===== config.mk =====
export PLATFORM = sky130hd
export DESIGN_NAME = ins_fetch_flat
export DESIGN_NICKNAME = d
export VERILOG_FILES = /design/src/rtl/ins_fetch_pkg.sv /design/src/rtl/ins_fetch_if.sv /design/src/rtl/ins_decode.sv /design/src/rtl/ins_fetch.sv /design/src/flat_wrapper.sv
export SDC_FILE = /design/constraint.sdc
export NUM_CORES = 1
export LEC_CHECK = 0
export CAP_MARGIN = 10
export CORE_MARGIN = 1
export CORE_UTILIZATION = 25
export CTS_CLUSTER_SIZE = 12
export DETAILED_ROUTE_END_ITERATION = 7
export GPL_ROUTABILITY_DRIVEN = 1
export GPL_TIMING_DRIVEN = 0
export PLACE_DENSITY = 0.64
export SYNTH_ARGS = -nofsm -noshare
export SYNTH_HDL_FRONTEND = slang
export SYNTH_SLANG_ARGS = --single-unit

===== constraint.sdc =====
create_clock -name clk -period 1.9 [get_ports clk]
set_clock_uncertainty 0.05 [all_clocks]
set_input_delay 0.38 -clock clk [delete_from_list [all_inputs] [get_ports clk]]
set_output_delay 0.38 -clock clk [all_outputs]
set_load 0.02 [all_outputs]

===== src/rtl/ins_fetch_pkg.sv =====
// ins_fetch_pkg: shared head package for the instruction fetch slice.
// Holds the next-PC select encodings, the opcode constants recognised by
// the decoder, and the fetch FSM state type.
package ins_fetch_pkg;

  typedef enum logic [1:0] {
    SEL_NEXT = 2'b00,  // NextIns
    SEL_REL  = 2'b01,  // RelJmp
    SEL_ABS  = 2'b10,  // AbsJmp
    SEL_HALT = 2'b11   // HALT
  } sel_e;

  localparam logic [5:0] OP_J    = 6'b000010;
  localparam logic [5:0] OP_BEQ  = 6'b000100;
  localparam logic [5:0] OP_BNE  = 6'b000101;
  localparam logic [5:0] OP_HALT = 6'b111111;

  typedef enum logic [1:0] {
    S_IDLE   = 2'd0,
    S_REQ    = 2'd1,
    S_DECODE = 2'd2,
    S_HALTED = 2'd3
  } state_e;

endpackage


===== src/rtl/ins_fetch_if.sv =====
// ins_fetch_if: instruction memory read bus.
//   imem_req   - read request (fetch unit -> memory)
//   imem_addr  - read address (fetch unit -> memory)
//   imem_ack   - response strobe, rdata valid in the same cycle (memory -> fetch unit)
//   imem_rdata - instruction word (memory -> fetch unit)
interface ins_fetch_if;
  logic        imem_req;
  logic [31:0] imem_addr;
  logic        imem_ack;
  logic [31:0] imem_rdata;

  modport master (output imem_req, imem_addr, input imem_ack, imem_rdata);
  modport slave  (input imem_req, imem_addr, output imem_ack, imem_rdata);
endinterface


===== src/rtl/ins_decode.sv =====
// ins_decode: combinational opcode to next-PC select decoder.
//   opcode - ins[31:26]
//   zero   - ALU zero flag, resolves beq/bne
//   sel    - next-PC select (NextIns/RelJmp/AbsJmp/HALT)
module ins_decode
  import ins_fetch_pkg::*;
(
  input  logic [5:0] opcode,
  input  logic       zero,
  output sel_e       sel
);

  always_comb begin
    sel = SEL_NEXT;
    case (opcode)
      OP_J:    sel = SEL_ABS;
      OP_BEQ:  sel = zero ? SEL_REL : SEL_NEXT;
      OP_BNE:  sel = zero ? SEL_NEXT : SEL_REL;
      OP_HALT: sel = SEL_HALT;
      default: sel = SEL_NEXT;
    endcase
  end

endmodule


===== src/rtl/ins_fetch.sv =====
// ins_fetch: instruction fetch / decode sequencer.
// Optional feature macro: INS_FETCH_TIMEOUT_EN (ack wait limit of
// TIMEOUT_CYCLES, sets sticky fetch_err and halts on expiry).
// Ports:
//   clk, RST    - clock, async active-low reset
//   pc          - current program counter
//   zero        - ALU zero flag, sampled during DECODE
//   imem        - instruction memory bus (master side)
//   ins         - latched instruction word
//   ins_valid   - one-cycle pulse after DECODE; ins/sel/immd* valid
//   sel         - registered next-PC select
//   immd16/26   - registered immediate fields of ins
//   halted      - high in HALTED
//   fetch_err   - sticky ack timeout flag (0 when the feature is off)
//
// state    | meaning
// IDLE     | after reset, moves to REQ on the next edge
// REQ      | imem_req=1, imem_addr=pc, waiting for imem_ack
// DECODE   | one cycle, sel resolved from ins and zero
// HALTED   | halt opcode or ack timeout; left only by reset
module ins_fetch
  import ins_fetch_pkg::*;
#(
  parameter int unsigned TIMEOUT_CYCLES = 16
) (
  input  logic              clk,
  input  logic              RST,
  input  logic [31:0]       pc,
  input  logic              zero,
  ins_fetch_if.master       imem,
  output logic [31:0]       ins,
  output logic              ins_valid,
  output logic [1:0]        sel,
  output logic [15:0]       immd16,
  output logic [25:0]       immd26,
  output logic              halted,
  output logic              fetch_err
);

  if (TIMEOUT_CYCLES < 2 || TIMEOUT_CYCLES > 255) begin : g_bad_timeout
    $error("ins_fetch: TIMEOUT_CYCLES must be in 2..255");
  end

  state_e state, state_nxt;
  sel_e   sel_dec;
  logic   timeout_hit;

  ins_decode u_decode (
    .opcode (ins[31:26]),
    .zero   (zero),
    .sel    (sel_dec)
  );

`ifdef INS_FETCH_TIMEOUT_EN
  logic [7:0] wait_cnt;
  logic       err_q;

  // Counter is held at zero outside REQ, so it is clear on every REQ entry.
  assign timeout_hit = (state == S_REQ) && !imem.imem_ack &&
                       (wait_cnt == 8'(TIMEOUT_CYCLES - 1));

  always_ff @(posedge clk or negedge RST) begin
    if (!RST) begin
      wait_cnt <= '0;
      err_q    <= 1'b0;
    end else begin
      if (state != S_REQ)
        wait_cnt <= '0;
      else if (!imem.imem_ack)
        wait_cnt <= wait_cnt + 8'd1;
      if (timeout_hit)
        err_q <= 1'b1;
    end
  end

  assign fetch_err = err_q;
`else
  assign timeout_hit = 1'b0;
  assign fetch_err   = 1'b0;
`endif

  always_ff @(posedge clk or negedge RST) begin
    if (!RST) state <= S_IDLE;
    else      state <= state_nxt;
  end

  always_comb begin
    state_nxt = state;
    case (state)
      S_IDLE:   state_nxt = S_REQ;
      S_REQ: begin
        if (imem.imem_ack)  state_nxt = S_DECODE;
        else if (timeout_hit) state_nxt = S_HALTED;
      end
      S_DECODE: state_nxt = (sel_dec == SEL_HALT) ? S_HALTED : S_REQ;
      S_HALTED: state_nxt = S_HALTED;
      default:  state_nxt = S_IDLE;
    endcase
  end

  // Request is decoded straight from state so reset removes it immediately.
  assign imem.imem_req  = (state == S_REQ);
  assign imem.imem_addr = (state == S_REQ) ? pc : 32'h0;
  assign halted         = (state == S_HALTED);

  always_ff @(posedge clk or negedge RST) begin
    if (!RST) begin
      ins       <= '0;
      ins_valid <= 1'b0;
      sel       <= SEL_NEXT;
      immd16    <= '0;
      immd26    <= '0;
    end else begin
      ins_valid <= (state == S_DECODE);
      if (state == S_REQ && imem.imem_ack)
        ins <= imem.imem_rdata;
      if (state == S_DECODE) begin
        sel    <= sel_dec;
        immd16 <= ins[15:0];
        immd26 <= ins[25:0];
      end
      if (timeout_hit)
        sel <= SEL_HALT;
    end
  end

endmodule


===== src/flat_wrapper.sv =====
// flat-port wrapper written by rule: the top's interface ports become plain ports
module ins_fetch_flat import ins_fetch_pkg::*;
#(
  parameter int unsigned TIMEOUT_CYCLES = 16
)
  (clk, RST, pc, zero, ins, ins_valid, sel, immd16, immd26, halted, fetch_err, imem_imem_req, imem_imem_addr, imem_imem_ack, imem_imem_rdata);
  ins_fetch_if imem_i ();
  input  logic clk;
  input  logic RST;
  input  logic [31:0] pc;
  input  logic zero;
  output logic [31:0] ins;
  output logic ins_valid;
  output logic [1:0] sel;
  output logic [15:0] immd16;
  output logic [25:0] immd26;
  output logic halted;
  output logic fetch_err;
  output wire logic [$bits(imem_i.imem_req)-1:0] imem_imem_req;
  output wire logic [$bits(imem_i.imem_addr)-1:0] imem_imem_addr;
  input wire logic [$bits(imem_i.imem_ack)-1:0] imem_imem_ack;
  input wire logic [$bits(imem_i.imem_rdata)-1:0] imem_imem_rdata;
  assign imem_imem_req = imem_i.imem_req;
  assign imem_imem_addr = imem_i.imem_addr;
  assign imem_i.imem_ack = imem_imem_ack;
  assign imem_i.imem_rdata = imem_imem_rdata;
  ins_fetch #(.TIMEOUT_CYCLES(TIMEOUT_CYCLES)) u_core (.clk(clk), .RST(RST), .pc(pc), .zero(zero), .imem(imem_i), .ins(ins), .ins_valid(ins_valid), .sel(sel), .immd16(immd16), .immd26(immd26), .halted(halted), .fetch_err(fetch_err));
endmodule

======== After elaboration in Yosys (flattened, before gate mapping) ========
Index checks and enable logic that the tools add are counted.
storage, ports and cells
  bits in registers ....................... 79
  input port bits ......................... 68
  output and inout port bits .............. 112
  logic and storage cells ................. 24
operators by class
  equal/unequal tests ..................... 9
  mux-type cells .......................... 7
  reductions and logical operators ........ 2
operators with widths
  operator                                       number
  two-way mux 32 bit                             1
  case mux 2 bit (4 select lines)                2
  == test 6 x 3 -> 1 bit, second input constant  2
  == test 2 bit, second input constant           3
  == test 6 x 2 -> 1 bit, second input constant  1
  == test 6 bit, second input constant           1
  two-way mux 2 bit                              2
  == test 2 x 1 -> 1 bit, second input constant  1
  zero test 2 bit                                1
  two-way mux 1 bit                              2
  != test 2 x 1 -> 1 bit, second input constant  1
  logical AND 1 bit                              1

======== Depth between registers and ports, before layout ========
Gate-level depths: netlist of run 1.
  depth after elaboration ................. 5
  gate-level depth with buffers ........... 5
  mapped depth without buffers ............ 4

======== Cells and area by module ========
From an unflattened synthesis of run 1, not the netlist that was laid out.
unflattened totals
  cell total of the unflattened synthesis .. 199
  area, all modules ....................... 2829.0 sq um
modules (own cells, without submodules)
  module      instances  cells each  area an instance (sq um)  seq. area each (sq um)
  ins_fetch   1          190         2773.9                    1576.5
  ins_decode  1          9           55.1                      0.0

======== Worst setup path before layout of run 1 ========
OpenSTA, ideal clock, no wires.
  kind .................................... register to output
  from .................................... register u_core.state[1]
  to ...................................... output port imem_imem_addr[18]
  data arrival time ....................... 1.243 ns
  data required time ...................... 1.470 ns
  slack ................................... 0.227 ns
  stages on the path, launching flop included .. 4
  path buffers ............................ 1
  cell sequence ........................... dfrtp_1 -> nor2b_4 -> clkbuf_1 -> and2_1
between the ends
  word-level cells in the longest chain between the ends .. 2
RTL lines
  item                     RTL line            RTL
  from (decl)              ins_fetch.sv:44     state_e state, state_nxt;
  from (signal assigned)   ins_fetch.sv:84     else state <= state_nxt;
  == test 2 x 1 -> 1 bit   n/a
  named net imem_imem_req  flat_wrapper.sv:19  output wire logic [$bits(imem_i.imem_req)-1:0] imem_imem_req;
  two-way mux 32 bit       ins_fetch.sv:103    assign imem.imem_addr = (state == S_REQ) ? pc : 32'h0;
  to (decl)                flat_wrapper.sv:20  output wire logic [$bits(imem_i.imem_addr)-1:0] imem_imem_addr;
The timed path passes the listed nets, and every way through them passes these cells.

======== Worst setup path in the final report of run 1 ========
  from .................................... register u_core.state[1]
  to ...................................... output port imem_imem_addr[27]
between the ends
  word-level cells in the longest chain between the ends .. 2
RTL lines
  item                    RTL line
  == test 2 x 1 -> 1 bit  ins_fetch.sv:103
  two-way mux 32 bit      ins_fetch.sv:103
No other way between the ends.

==> results of run 1 <==
==> registers in the layout, indices dropped and copies added, names as in the netlist <==
register	cells
u_core.immd26	26
u_core.ins	32
u_core.ins_valid	1
u_core.sel	2
u_core.state	2
==> cells in the mapped netlist <==
master,n
o21ai_0,2
xnor2_1,1
mux2_4,29
nor3_1,1
a221o_1,1
nand4_1,1
nor2b_4,1
conb_1,1
and2_1,33
nor4_1,1
buf_6,3
a211o_1,1
and2_0,1
nor3b_1,2
nand2_4,1
nand2_1,79
clkinv_1,1
nand3_1,1
clkbuf_1,3
mux2_2,3
buf_2,5
nand2b_1,1
buf_4,17
dfrtp_1,63
==> worst paths after layout <==
path | endpoint | depth (start not counted)
min | u_core.immd26[10] | 1
min in group clk | u_core.immd26[25] | 2
max in group asynchronous | u_core.state[1] | 1
max reg2reg | u_core.ins[14] | 7
max | imem_imem_addr[27] | 6
min reg2reg | u_core.immd26[25] | 2
==> power breakdown <==
group / total [mW] / internal [mW] / switching (mW)
sequential: 1.34 / 1.34 / 0
combinational: 0.171 / 0.122 / 0.0485
clock: 1.60 / 1.04 / 0.557
total: 3.12 / 2.51 / 0.606
==> layout make-up <==
type                       instances  area, um2  share of cell area
buffer                            27      215.2             0.04105
clock buffer                      12      246.5             0.04702
clock inverter                     4      45.04            0.008592
inverter                           1      3.754           0.0007160
multi-input combinational        160       1126              0.2148
sequential                        63       1578              0.3010
tap                              140      175.2             0.03341
timing repair buffer             189       1853              0.3535
==> critical path: stages (launching register included) <==
cell,delay (ns)
dfrtp_2,0.42
nor2b_4,0.20
buf_6,0.13
buf_6,0.10
buf_8,0.10
and2_4,0.13
buf_6,0.11
==> routing by layer <==
| layer | GRT usage | wire length [um] | up-vias |
|---|---|---|---|
| li1 | - | - | 1187 |
| met1 | 0.1583 | 3409 | 1150 |
| met2 | 0.2534 | 4095 | 136 |
| met3 | 0.04244 | 747 | 8 |
| met4 | 0.06660 | 112 | 0 |
| met5 | 0 | 0 | - |
==> cells by family after synthesis <==
logic type,after synthesis,share of synthesized area
AO/OA/AOI/OAI,4,0.01004
AND/OR/NAND/NOR,122,0.2017
multiplexers,32,0.1637
buffers and inverters,29,0.07027
other,1,0.001308
XOR/XNOR,1,0.003056
flip-flops,63,0.5500
==> repair_timing <==
item / 4_1_cts / 5_1_grt
hold buffers: 0 / 0
gates cloned: 2 / 0
setup endpoints to repair: 35 / 31
resized for setup: 193 / 13
hold endpoints to repair: 0 / 0
pin swaps: 6 / 4
setup buffers: 8 / 1
==> metrics by stage <==
step / std cells / setup slack, ns
2_1_floorplan: 252 / 0.2269
3_3_place_gp: 570 / -1.715
3_5_place_dp: 570 / -0.2991
4_1_cts: 596 / -0.1005
5_1_grt: 596 / -0.1111
6_report: 596 / -0.04742
==> summary.md, run 1 <==
| Metric | Value |
|---|---|
| Total Routed Length | around 8400 um |
| WHS | between 0.1 and 0.15 ns |
| Tmin final | about 2 ns |
| Setup violators final | 10 |
| Netlist cell types | 24 |
| Total Neg Setup Slack | -0.4041 ns |
| Final antenna-violating net count | 0 |
| CP Max Fanout | 5 |
| Commonest non-fill, non-tap cells in the layout | clkdlybuf4s50_1, nand2_1, dfrtp_1, mux2_4, buf_4 |
| Placed Area | between 4000 and 5000 um2 |
| Post-route cell area | around 5200 um2 |
| Failing checks | negative setup slack |
| RSZ-0062 raised after global routing | true |
| Worst relative slew slack | 0.4511 |
| Filler Cell Count | ~1000 |
| Pwr Density | 594.2 nW/um2 |
| Worst reg2reg setup slack | 0.16 ns |
| Leak pwr | approximately 2.6 nW |
| VDD IR-drop max | between 0.3 and 0.4 mV |
| F_max | between 500 and 600 MHz |
| Ant diodes | 0 |
| Top-area cell type share of the netlist area | 0.5500 |
| Syn avg cell area | between 10 and 15 um2 |
| Critical Path Source | u_core.state[1] |
| H-tree depth | 3 |
| Maximum root-to-sink buffer count | 2 |
| Vias | 2481 |
| Worst Path Arrival | 1.52 ns |
| Share of cells above drive strength 1 | 0.2961 |
| Clock sinks | 63 |
| Final period utilization | 1.025 |
| Core Area | 10980 um2 |
| Largest net degree at the start of global routing | between 60 and 70 |
| Vias in the first global route | roughly 2600 |
| Hpwl dp | about 6000 um |
| Synthesized Nets | between 300 and 400 |
| P&R area growth vs syn | 82.89% |
| Antenna violations before repair | 0 |
| Maximum capacitance violations | 0 |
| FF+latch count, synth | 63 |
| Outcome | finished, violations left |
| Die X | between 100 and 150 um |
| Grt ovf | 0 |
| Die ar. | between 10000 and 15000 um2 |
| Root Driver | clkbuf_16 |
| Initial DRC count | 58 |
| Worst Setup Start Kind | flip-flop |
| Clk pin slew, worst setup/hold paths | 0.05 ns |
| CTS buffer count | 9 |
| Initial core utilization | 0.2610 |
| Measured slew at the worst slew-check pin | ~0.82 ns |
| CTS tree | yes |
| Mapped cell area | roughly 2900 um2 |
| Worst R2R Start | u_core.state[0] |
| # DRC | 0 |
| First-pass GRT wire length | approximately 13000 um |
| Pwr Total | a little over 3 mW |
| Row cnt | 38 |
| DR pass1 iterations | 4 |
| Largest cells by area after synthesis | dfrtp_1, mux2_4, nand2_1, and2_1, buf_4 |
| Most common cell after layout, fill and taps aside | clkdlybuf4s50_1 |
| GRT Util Overall | 0.1439 |
| Register area share after synthesis | 0.5500 |
| CP required | ~1.5 ns |
| Crit path kind | flip-flop to primary output |
| Die height | 109.1 um |
| Hold Crit Class | input port to asynchronous set/reset pin |
| Synth Warn # | 0 |
| Largest area contributor in the netlist | dfrtp_1 |
| GPL Wtd Cong | approximately 0.74 |
| Clock Latency Late Sink | roughly 0.32 ns |
| Via density | roughly 4.2 |
| Fin. Hold Viols | 0 |
| Util after Layout | 0.4773 |
| Number of I/O port buffers | between 150 and 200 |
| Io pins | 180 |
| Final nets | about 520 |
| WL per Instance | 14.03 um |
| Final Max Tran Viols | 0 |
| Worst Slack Setup Final | -0.04742 ns |
| Syn Inst Count | around 250 |
| Nature of the critical path endpoint | primary output |
No activity file was read; power rests on OpenSTA's default activity.
==> inputs of run 2 (changes only) <==
CORE_MARGIN = not set   (was 1)
CORE_UTILIZATION = 30   (was 25)
PLACE_DENSITY = 0.74   (was 0.64)
==> run 2 against run 1 <==
Net effect: the run now ends clean; fmax increased by 5.2%; core utilization increased by 6.1 points; cell count is 2.5% lower; sequential share of layout area grew 1.6 points; critical path type unchanged.
==> summary.md, run 2 (synthesis gave the netlist of run 1 again) <==
| Metric | Value |
|---|---|
| Number of flip-flops in the largest register | 32 (unchanged) |
| Hold Path Origin | u_core.immd26[21] |
| Die ar. | 9950 um2 (-16%) |
| WL per Instance | 13.97 um (-0.48%) |
| Placed insts | 560 (-1.8%) |
| Clock Latency Late Sink | 0.34 ns (+0.02 ns) |
| Worst R2R Start | u_core.state[0] |
| Slowest-stage cell, CP | clkdlybuf4s50_1 |
| Leak pwr | 2.730 nW (+3.7%) |
| Hpwl dp | 6165 um (+3.2%) |
| Grt ovf | 0 (unchanged) |
| Crit path kind | flip-flop to primary output |
| CP Max Fanout | 3 (-2) |
| Via density | 4.238 (+1.8%) |
| Setup violators final | 0 (-10) |
| Worst Slack Setup Final | 0.04867 ns (+0.09610 ns) |
| Ant diodes | 0 (unchanged) |
| Final Max Tran Viols | 0 (unchanged) |
| VDD IR-drop max | 0.2512 mV (-24%) |
| RSZ-0062 raised after global routing | true |
| CTS tree | yes |
| Hold Crit Class | flip-flop to flip-flop |
| Final period utilization | 0.9744 (-0.05058) |
| Tmin final | 1.851 ns (-0.09610 ns) |
| Largest Register | u_core.ins |
| Util after Layout | 0.5388 (+0.06147) |
| Finished Layout Cells | 581 (-2.5%) |
| Largest net degree at the start of global routing | 40 (-38%) |
| Critical Path Source | u_core.immd26[6] |
| Vias in the first global route | 2562 (-1.1%) |
| CTS buffer count | 9 (unchanged) |
| Worst relative slew slack | 0.6087 (+0.1576) |
| Nature of the critical path endpoint | primary output |
| Worst Setup Start Kind | flip-flop |
| Worst reg2reg setup slack | 0.28 ns (+0.12 ns) |
| Antenna violations before repair | 0 (unchanged) |
| Total Neg Setup Slack | 0 ns (+0.4041 ns) |
| # DRC | 0 (unchanged) |
| F_max | 540.2 MHz (+5.2%) |
| Share of cells above drive strength 1 | 0.2611 (-0.03499) |
| DR pass1 iterations | 4 (unchanged) |
| Die height | 99.75 um (-8.6%) |
| Maximum capacitance violations | 0 (unchanged) |
| Io pins | 180 (unchanged) |
| Clock sinks | 63 (unchanged) |
| Total Routed Length | 8114 um (-3.0%) |
| CP max stage delay | 0.60 ns (+0.18 ns) |
| Measured slew at the worst slew-check pin | 0.5870 ns (-0.2363 ns) |
| Most common cell after layout, fill and taps aside | clkdlybuf4s50_1 |
| Final nets | 515 (-0.77%) |
| Filler Cell Count | 823 (-21%) |
| Cells along the critical path | buf_4 -> clkdlybuf4s50_1 |
| GRT Util Overall | 0.1705 (+0.02658) |
| Outcome | complete, no violations |
| Initial core utilization | 0.3102 (+0.04923) |
| Commonest non-fill, non-tap cells in the layout | clkdlybuf4s50_1, nand2_1, dfrtp_1, and2_1, buf_2 |
| Largest registers | u_core.ins: 32 flops, u_core.immd26: 26 flops |
| Clk pin slew, worst setup/hold paths | 0.07 ns (+0.02 ns) |
| Worst Path Arrival | 1.42 ns (-0.10 ns) |
| First-pass GRT wire length | 12900 um (+0.98%) |
| Maximum root-to-sink buffer count | 2 (unchanged) |
| P&R area growth vs syn | 73.68% |
| Pre-CTS setup slack | -0.2835 ns (+0.01552 ns) |
| GPL Wtd Cong | 0.7484 (+1.4%) |
| CP required | 1.47 ns (about the same) |
| Vias | 2462 (-0.77%) |
| Initial DRC count | 73 (+26%) |
| H-tree depth | 3 (unchanged) |
| Pwr Density | 539.9 nW/um2 (-9.1%) |
| Pwr Total | 2.688 mW (-14%) |
| Number of I/O port buffers | 178 (unchanged) |
| Root Driver | clkbuf_8 |
| Die X | 99.75 um (-8.6%) |
| Fin. Hold Viols | 0 (unchanged) |
| Core Area | 9240 um2 (-16%) |
| Final antenna-violating net count | 0 (unchanged) |
| Row cnt | 35 (-7.9%) |
run 2: cell types whose count changed in the layout (fill, tap and decap cells not counted), sizes merged:
cell | previous run | this run
clkdlybuf4s50 | 142 | 132
clkbuf | 14 | 13
dlygate4sd2 | 2 | 1
buf | 69 | 63
clkinvlp | 0 | 2
dlymetal6s2s | 0 | 11
dlygate4sd3 | 0 | 1
run 2: power breakdown:
group	internal, mW	switching, mW
registers	1.34	0
clock network	0.634	0.537
logic	0.127	0.0488
run 2: final timing paths:
check / endpoint / depth (start not counted)
max reg2reg: u_core.ins[7] / 6
min: u_core.immd26[21] / 2
max in group asynchronous: u_core.immd26[24] / 3
max: immd26[6] / 2
min in group asynchronous: u_core.immd26[14] / 2
min reg2reg: u_core.immd26[21] / 2
run 2: cell type report:
cell class,count,area [um2],share of cell area
Inverter,1,3.754,0.0007540
Timing Repair Buffer,184,1722,0.3458
Buffer,28,227.7,0.04574
Clock buffer,10,137.6,0.02765
Multi-Input combinational cell,160,1089,0.2186
Tap cell,129,161.4,0.03242
Clock inverter,6,60.06,0.01206
Sequential cell,63,1578,0.3169
run 2: worst max-delay path: cells and delay by family, from the launching register on:
kind	cells	cell delay, ns
DFF	1	0.38
buffers and inverters	2	0.72
run 2: what timing repair did:
item,CTS,global route
endpoints found under the setup margin,34,40
hold buffers,1,0
gates resized for setup,145,16
hold endpoints to repair,19,0
buffers inserted,3,1
cloned,0,0
run 2: per-layer routing:
metal	track usage	wire (um)	vias up
met4	0.06448	82	0
met1	0.2004	3358	1146
met3	0.04989	668	8
met2	0.2934	4004	133
li1	-	-	1175
met5	0	0	-
run 2: through the flow:
step / hold slack [ns] / instance area [um2]
after floorplan: 0.03441 / 2867
after global placement: 0.4096 / 4810
after detailed placement: 0.3647 / 4825
after CTS: 0.4308 / 4931
after global routing: 0.4566 / 4979
final: 0.4307 / 4979
